$ cat config.mk
export PLATFORM = sky130hd
export DESIGN_NAME = uart_word_packer
export DESIGN_NICKNAME = d
export VERILOG_FILES = /design/src/rtl/uart_packer_pkg.sv /design/src/rtl/uart_word_serializer.sv /design/src/rtl/uart_word_packer.sv
export SDC_FILE = /design/constraint.sdc
export NUM_CORES = 1
export LEC_CHECK = 0
export ABC_AREA = 1
export CORE_AREA = 2 2 116 118
export CTS_CLUSTER_DIAMETER = 150
export DETAILED_ROUTE_END_ITERATION = 8
export DIE_AREA = 0 0 118 120
export GPL_TIMING_DRIVEN = 0
export PLACE_DENSITY = 0.64
export SLEW_MARGIN = 0
export SYNTH_ARGS = -nofsm -noshare
export SYNTH_HDL_FRONTEND = slang
export SYNTH_SLANG_ARGS = --single-unit
$ cat constraint.sdc
create_clock -name clk -period 5.72 [get_ports clk]
set_input_delay 0.572 -clock clk [delete_from_list [all_inputs] [get_ports clk]]
set_output_delay 0.572 -clock clk [all_outputs]
set_load 0.02 [all_outputs]
$ cat src/rtl/uart_packer_pkg.sv
// Shared types and helpers for the UART word packer and its serializer.
package uart_packer_pkg;

    localparam int BYTE_W = 8;

    typedef enum logic [1:0] {
        RX_COLLECT,
        RX_GAP,
        RX_HOLD
    } rx_state_e;

    typedef enum logic [1:0] {
        TX_IDLE,
        TX_START,
        TX_ARM,
        TX_WAIT
    } tx_state_e;

    function automatic int cnt_width(input int nbytes);
        return $clog2(nbytes + 1);
    endfunction

endpackage

$ cat src/rtl/uart_word_serializer.sv
// Latches a result word and sends it MSB-first to the UART transmitter,
// one byte per tx_start / tx_busy cycle.
module uart_word_serializer
    import uart_packer_pkg::*;
#(
    parameter int WORD_BYTES = 4,
    localparam int W = BYTE_W * WORD_BYTES
) (
    input  logic              clk,
    input  logic              rst,
    input  logic [W-1:0]      result_in,
    input  logic              result_valid,
    output logic              result_ready,
    output logic              tx_start,
    output logic [BYTE_W-1:0] tx_data,
    input  logic              tx_busy
);

    localparam int CW = cnt_width(WORD_BYTES);

    tx_state_e         state_q;
    logic [W-1:0]      latch_q;
    logic [CW-1:0]     cnt_q;
    logic              ready_q;
    logic              start_q;
    logic [BYTE_W-1:0] data_q;

    always_ff @(posedge clk or posedge rst) begin
        if (rst) begin
            state_q <= TX_IDLE;
            latch_q <= '0;
            cnt_q   <= '0;
            ready_q <= 1'b1;
            start_q <= 1'b0;
            data_q  <= '0;
        end else begin
            start_q <= 1'b0;
            unique case (state_q)
                TX_IDLE: begin
                    if (result_valid) begin
                        latch_q <= result_in;
                        cnt_q   <= '0;
                        ready_q <= 1'b0;
                        state_q <= TX_START;
                    end
                end
                TX_START: begin
                    data_q  <= latch_q[W-1 -: BYTE_W];
                    start_q <= 1'b1;
                    state_q <= TX_ARM;
                end
                // Advance unconditionally so a silent transmitter cannot wedge us.
                TX_ARM: begin
                    state_q <= TX_WAIT;
                end
                TX_WAIT: begin
                    if (!tx_busy) begin
                        latch_q <= latch_q << BYTE_W;
                        if (cnt_q == CW'(WORD_BYTES - 1)) begin
                            cnt_q   <= '0;
                            ready_q <= 1'b1;
                            state_q <= TX_IDLE;
                        end else begin
                            cnt_q   <= cnt_q + 1'b1;
                            state_q <= TX_START;
                        end
                    end
                end
                default: state_q <= TX_IDLE;
            endcase
        end
    end

    assign result_ready = ready_q;
    assign tx_start     = start_q;
    assign tx_data      = data_q;

endmodule

$ cat src/rtl/uart_word_packer.sv
// Packs UART bytes MSB-first into words and serializes result words back out.
// Optional inter-byte timeout is built when PACKER_TIMEOUT_EN is defined.
module uart_word_packer
    import uart_packer_pkg::*;
#(
    parameter int WORD_BYTES     = 4,
    parameter int TIMEOUT_CYCLES = 2_000_000,
    localparam int W = BYTE_W * WORD_BYTES
) (
    input  logic              clk,
    input  logic              rst,
    input  logic              rx_readable,
    input  logic [BYTE_W-1:0] rx_data,
    output logic              rx_used_tick,
    output logic [W-1:0]      word_out,
    output logic              word_valid,
    input  logic              word_ready,
    input  logic [W-1:0]      result_in,
    input  logic              result_valid,
    output logic              result_ready,
    output logic              tx_start,
    output logic [BYTE_W-1:0] tx_data,
    input  logic              tx_busy
);

    localparam int CW = cnt_width(WORD_BYTES);

    generate
        if (WORD_BYTES < 2 || WORD_BYTES > 64 || TIMEOUT_CYCLES < 1) begin : g_bad_cfg
            $error("uart_word_packer: parameter out of range");
        end
    endgenerate

    rx_state_e     state_q;
    logic [W-1:0]  shift_q;
    logic [CW-1:0] cnt_q;
    logic [W-1:0]  word_q;
    logic          valid_q;
    logic          tick_q;

`ifdef PACKER_TIMEOUT_EN
    localparam int TW = $clog2(TIMEOUT_CYCLES + 1);
    logic [TW-1:0] tmo_q;
`endif

    always_ff @(posedge clk or posedge rst) begin
        if (rst) begin
            state_q <= RX_COLLECT;
            shift_q <= '0;
            cnt_q   <= '0;
            word_q  <= '0;
            valid_q <= 1'b0;
            tick_q  <= 1'b0;
`ifdef PACKER_TIMEOUT_EN
            tmo_q   <= '0;
`endif
        end else begin
            tick_q <= 1'b0;
            unique case (state_q)
                RX_COLLECT: begin
                    if (rx_readable) begin
                        shift_q <= {shift_q[W-BYTE_W-1:0], rx_data};
                        tick_q  <= 1'b1;
                        cnt_q   <= cnt_q + 1'b1;
                        state_q <= RX_GAP;
`ifdef PACKER_TIMEOUT_EN
                        tmo_q   <= '0;
                    end else if (cnt_q != '0) begin
                        // Stale partial word: drop it rather than mix with the next burst.
                        if (tmo_q == TW'(TIMEOUT_CYCLES - 1)) begin
                            shift_q <= '0;
                            cnt_q   <= '0;
                            tmo_q   <= '0;
                        end else begin
                            tmo_q <= tmo_q + 1'b1;
                        end
`endif
                    end
                end
                // Dead cycle lets the UART clear its readable flag.
                RX_GAP: begin
                    if (cnt_q == CW'(WORD_BYTES)) begin
                        word_q  <= shift_q;
                        valid_q <= 1'b1;
                        cnt_q   <= '0;
                        state_q <= RX_HOLD;
                    end else begin
                        state_q <= RX_COLLECT;
                    end
                end
                RX_HOLD: begin
                    if (valid_q && word_ready) begin
                        valid_q <= 1'b0;
                        state_q <= RX_COLLECT;
                    end
                end
                default: state_q <= RX_COLLECT;
            endcase
        end
    end

    assign rx_used_tick = tick_q;
    assign word_out     = word_q;
    assign word_valid   = valid_q;

    uart_word_serializer #(
        .WORD_BYTES(WORD_BYTES)
    ) u_ser (
        .clk         (clk),
        .rst         (rst),
        .result_in   (result_in),
        .result_valid(result_valid),
        .result_ready(result_ready),
        .tx_start    (tx_start),
        .tx_data     (tx_data),
        .tx_busy     (tx_busy)
    );

endmodule

* After elaboration in Yosys (flattened, before gate mapping)
Index checks and enable logic that the tools add are counted.
** Storage, ports and cells
- Input bits :: 46
- Register bits after elaboration :: 118
- Output and inout port bits :: 44
** Cells by class
- Reduce and logical (&&, ||, !) cells :: 14
- Multiplexer cells :: 28
- Equal/unequal tests :: 13
- Add/sub/neg operators :: 2
** Operators by type and width (count)
- 2-to-1 mux 32 bit :: 2
- case mux 32 bit (2 select lines) :: 1
- 2-to-1 mux 3 bit :: 5
- case mux 3 bit (2 select lines) :: 2
- 2-to-1 mux 2 bit :: 5
- != test 2 bit (second input constant) :: 5
- 2-to-1 mux 1 bit :: 9
- AND reduction 3 bit :: 3
- case mux 2 bit (4 select lines) :: 1
- AND reduction 2 bit :: 4
- adder 3 x 1 -> 3 bit (second input constant) :: 2
- equality test 2 bit (second input constant) :: 3
- case mux 2 bit (3 select lines) :: 1
- nonzero test 2 bit :: 3
- equality test 2 x 1 -> 1 bit (second input constant) :: 2
- logical NOT 2 bit :: 2
- case mux 1 bit (2 select lines) :: 2
- AND reduction 4 bit :: 1
- equality test 3 x 2 -> 1 bit (second input constant) :: 1
- equality test 3 bit (second input constant) :: 1
- != test 2 x 1 -> 1 bit (second input constant) :: 1
- logical AND 1 bit :: 1

* Logic depth before layout (Yosys ltp)
- Word-level depth :: 4
- Gate-level depth with buffers :: 10
- Gate-level depth less buffers :: 9

* By module
A second synthesis with hierarchy kept.
** Unflattened totals
- Cell total of the unflattened synthesis :: 565
- Area total of the unflattened synthesis :: 5168.7 um^2
** By module, submodules not included
- uart_word_packer :: instances 1, cells an instance 285, area each 2856.5 um^2
- uart_word_serializer :: instances 1, cells an instance 280, area each 2312.2 um^2

* Worst setup path after synthesis
OpenSTA, ideal clock, no wires.
- Kind :: reg2reg
- Start point :: reg u_ser.state_q[0]
- End point :: reg u_ser.latch_q[10]
- Slack :: 4.340 ns
- Setup time :: 0.116 ns
- Arrival time :: 1.264 ns
- Cell stages (with the launch flop) :: 9
- Buffers on the path :: 1
- Period minus slack after synthesis :: 1.380 ns
- Path through :: dfrtp_1 ha_1 nand2_1 inv_2 nor2_8 nand2_8 buf_2 nand2_1 nand2_1
** Between the ends
- Cells in the longest elaborated chain, start to end :: 3
- Elaborated cells between the ends (all ways) :: 7
- Those cells by class :: eq/ne: 3; mux: 1; reduce/logical: 3
** RTL lines
- start, declared :: line uart_word_serializer.sv:21 : tx_state_e state_q;
- start signal, assigned :: line uart_word_serializer.sv:30 : state_q <= TX_IDLE;
- start signal, assigned :: line uart_word_serializer.sv:44 : state_q <= TX_START;
- start signal, assigned :: line uart_word_serializer.sv:50 : state_q <= TX_ARM;
- equality test 2 bit / logical NOT 2 bit (equally long branches) :: line uart_word_serializer.sv:38 : unique case (state_q)
- != test 2 bit (no source line) / nonzero test 2 bit (equally long branches)
- AND reduction 3 bit (no source line)
- end signal, assigned :: line uart_word_serializer.sv:41 : latch_q <= result_in;
- end signal, assigned :: line uart_word_serializer.sv:58 : latch_q <= latch_q << BYTE_W;
- end, declared :: line uart_word_serializer.sv:22 : logic [W-1:0] latch_q;
Parallel ways exist; a longest one is shown, timed or not.
A chain may end at the register's enable or synchronous reset.

* Worst setup path in the final report
- Start point :: reg u_ser.ready_q (netlist: u_ser.result_ready)
- End point :: out result_ready
** RTL lines
- start, declared :: line uart_word_serializer.sv:24 : logic ready_q;
- start signal, assigned :: line uart_word_serializer.sv:33 : ready_q <= 1'b1;
- start signal, assigned :: line uart_word_serializer.sv:43 : ready_q <= 1'b0;
- start signal, assigned :: line uart_word_serializer.sv:61 : ready_q <= 1'b1;
- end, declared :: line uart_word_packer.sv:20 : output logic result_ready,
No word-level cell between the ends.

==> metrics.yaml <==
status: "complete, no violations"
die_h_um: 120
setup_viol: 0
start_kind: "register"
place.gp.congestion: 0.823
startpoint: "u_ser.result_ready"
cts.clk_slew.worst_paths_ps: 50
worst_pin_slew_ps: 609
cpPeakStageDelay_ps: 590
vias: 3856
synth_cells: 549
htreeDepth: 4
crit_arrival_ps: 1520
finalCritPeriodShare: 0.365
synth.top_cells.by_area: "dfrtp_1 (59%), nand2_1 (19%), o21ai_1 (4.0%)"
cts_max_path_buffers: 2
cts_root_buffer: "clkbuf_16"
ir_drop_mv: 0.227
post-route-drc-count: 0
grt_pass1_wl_mm: 19.2
worst-path-stages: 1
grt_pass1_vias: 4027
drive_above_1_share: 0.112
wl_mm: 11.1
hold_buffers: 0
pin_count: 90
die_width_um: 118
cp_data_required_time_ps: 5150
cp-end-kind: "output port"
p_leak_nw: 3.30
r2r_start: "u_ser.state_q[1]"
yosys.area.top_type: "dfrtp_1"
antenna_cells: 0
syn-mean-instance-area_um2: 8.96
drv_slew: 0
synthDistinctLibCells: 23
critPathTopFamily: "buffers and inverters"
synthToLayoutAreaGrowth_pct: 35.3
clock_latency_ps: 410
path_max_fanout: 2
crit_type: "register to output port"
syn_nets: 602
min_path_type: "register to register"
io_buffers: 89
nets: 711
rsz0062_at_grt: "no"
ys.warnings.count: 0
routed_via_density: 4.55
antenna_found_initial: 0
min_to: "u_ser.result_ready"
post-route-min-period_ps: 2090
power.density_mw_per_mm2: 584
drt-pass1-iter-count: 4
fin_skew_ps: 8.32
clock.fmax_mhz: 478
postRouteAntennaNets: 0
ys_ff_latch: 118
synth-seq-area-share: 0.600
critPathBufInv: 1
r2r_setup_slack_ps: 4150
tns_ps: 0
cts_repair_resize_count: 0
avgRoutedWirePerCell_um: 13.1
min_from: "u_ser.result_ready"
path_cells: "clkdlybuf4s50_1"
cts.sinks: 118
gr-total-overflow: 0
cts_tree: "yes"
grt_usage: 0.172
cts_setup_buffers: 0
grt_start_max_net_pins: 72
holdWs_ps: 459
reg2reg_depth: 9
die_area_mm2: 0.0142
final_hold_viol_count: 0
cp_slowest_cell: "clkdlybuf4s50_1"
yosysTopAreaCellShare: 0.595
r2r_end: "u_ser.latch_q[18]"
syn_area_mm2: 0.00492
holdPathStages: 2
slew-limit-headroom: 0.594
placementRows: 42
place_hpwl_mm: 7.83
core_mm2: 0.0130
dr.first_iter.drc_count: 213
start_util: 0.379
cap_violations: 0
cts_buffers: 17
==> metal layers <==
| layer | global-route usage | part of all wire | vias to the layer above |
|---|---|---|---|
| met1 | 0.232 | 0.48 | 1810 |
| met4 | 0.0821 | 0.025 | 0 |
| met5 | 0 | 0 | - |
| met3 | 0.0452 | 0.045 | 24 |
| met2 | 0.258 | 0.45 | 92 |
| li1 | - | - | 1930 |
==> cell usage after synthesis <==
master and n:
dfstp_2 1, a31oi_1 1, inv_4 2, xor2_1 1, nor2_2 1, ha_1 7, o21ai_0 30, buf_6 4
nor2_1 3, clkbuf_1 4, nor2_8 1, nand2_8 1, nand3_1 16, nor2_4 1, nand2_1 254, nand2_2 3
inv_2 5, dfrtp_1 117, mux2_2 8, o21ai_1 39, inv_1 33, buf_2 14, buf_4 3
==> final cells by class <==
class                           instances  area [um^2]
Clock buffer                           25          505
Multi-Input combinational cell        366         1660
Tap cell                              176          220
Buffer                                 25          153
Inverter                               40          158
Timing Repair Buffer                   90          918
Clock inverter                          7         91.3
Fill cell                            1234         6320
Sequential cell                       118         2950
==> worst max path at each step <==
stage                   end  slack (ps)
2_1_floorplan      cnt_q[0]        2020
3_3_place_gp     shift_q[1]         460
3_5_place_dp    shift_q[14]        3870
4_1_cts        result_ready        3600
5_1_grt        result_ready        3600
6_report       result_ready        3630
==> report_power, final <==
part | internal [mW] | switching [mW] | total (mW)
sequential | 1.20 | 0.191 | 1.39
clock | 0.698 | 0.360 | 1.06
combinational | 0.595 | 0.849 | 1.44
==> per-stage QoR <==
stage | cells | total power [mW] | instance area [um^2] | util | worst slack (ps)
2_1_floorplan | 549 | 2.31 | 4920 | - | 2020
3_3_place_gp | 814 | 2.80 | 6030 | 0.465 | 461
3_5_place_dp | 815 | 2.85 | 6060 | 0.467 | 3870
4_1_cts | 847 | 3.93 | 6660 | 0.513 | 3600
5_1_grt | 847 | 4.18 | 6660 | 0.513 | 3600
6_report | 847 | 3.89 | 6660 | 0.513 | 3630
==> cell families after synthesis <==
| family | after synthesis | synth area share |
|---|---|---|
| buffers and inverters | 65 | 0.0625 |
| xor gates and xnor gates | 1 | 0.00178 |
| and+or+nand+nor | 280 | 0.228 |
| DFF | 118 | 0.600 |
| adders and majority gates | 7 | 0.0178 |
| muxes | 8 | 0.0183 |
| AOI/OAI and AO/OA | 70 | 0.0714 |
==> flip-flops by register name (all words and copies together) (netlist names), 2 cells and up <==
signal         count
u_ser.cnt_q        3
state_q            2
u_ser.latch_q     32
u_ser.tx_data      8
shift_q           32
cnt_q              3
word_out          32
u_ser.state_q      2
==> cell usage in the layout, fill, tap and decap left out <==
cell type        Yosys  layout
buf_16               0       1
inv_1               33      32
clkbuf_8             0       5
inv_2                5       5
dfstp_2              1       1
a31oi_1              1       1
nand2_1            254     254
buf_2               14      14
nand3_1             16      16
dfrtp_1            117     117
clkinv_2             0       3
clkinvlp_4           0       1
nand2_8              1       1
clkbuf_16            0      17
nor2_8               1       1
nor2_1               3       3
ha_1                 7       7
buf_4                3       3
nor2_2               1       1
bufinv_16            0       2
o21ai_1             39      39
clkbuf_1             4       7
xor2_1               1       1
nor2_4               1       1
o21ai_0             30      30
inv_6                0       1
buf_6                4       4
nand2_2              3       3
clkdlybuf4s50_1      0      89
mux2_2               8       8
inv_4                2       3
Note: power is estimated with default switching activity, not from simulation.
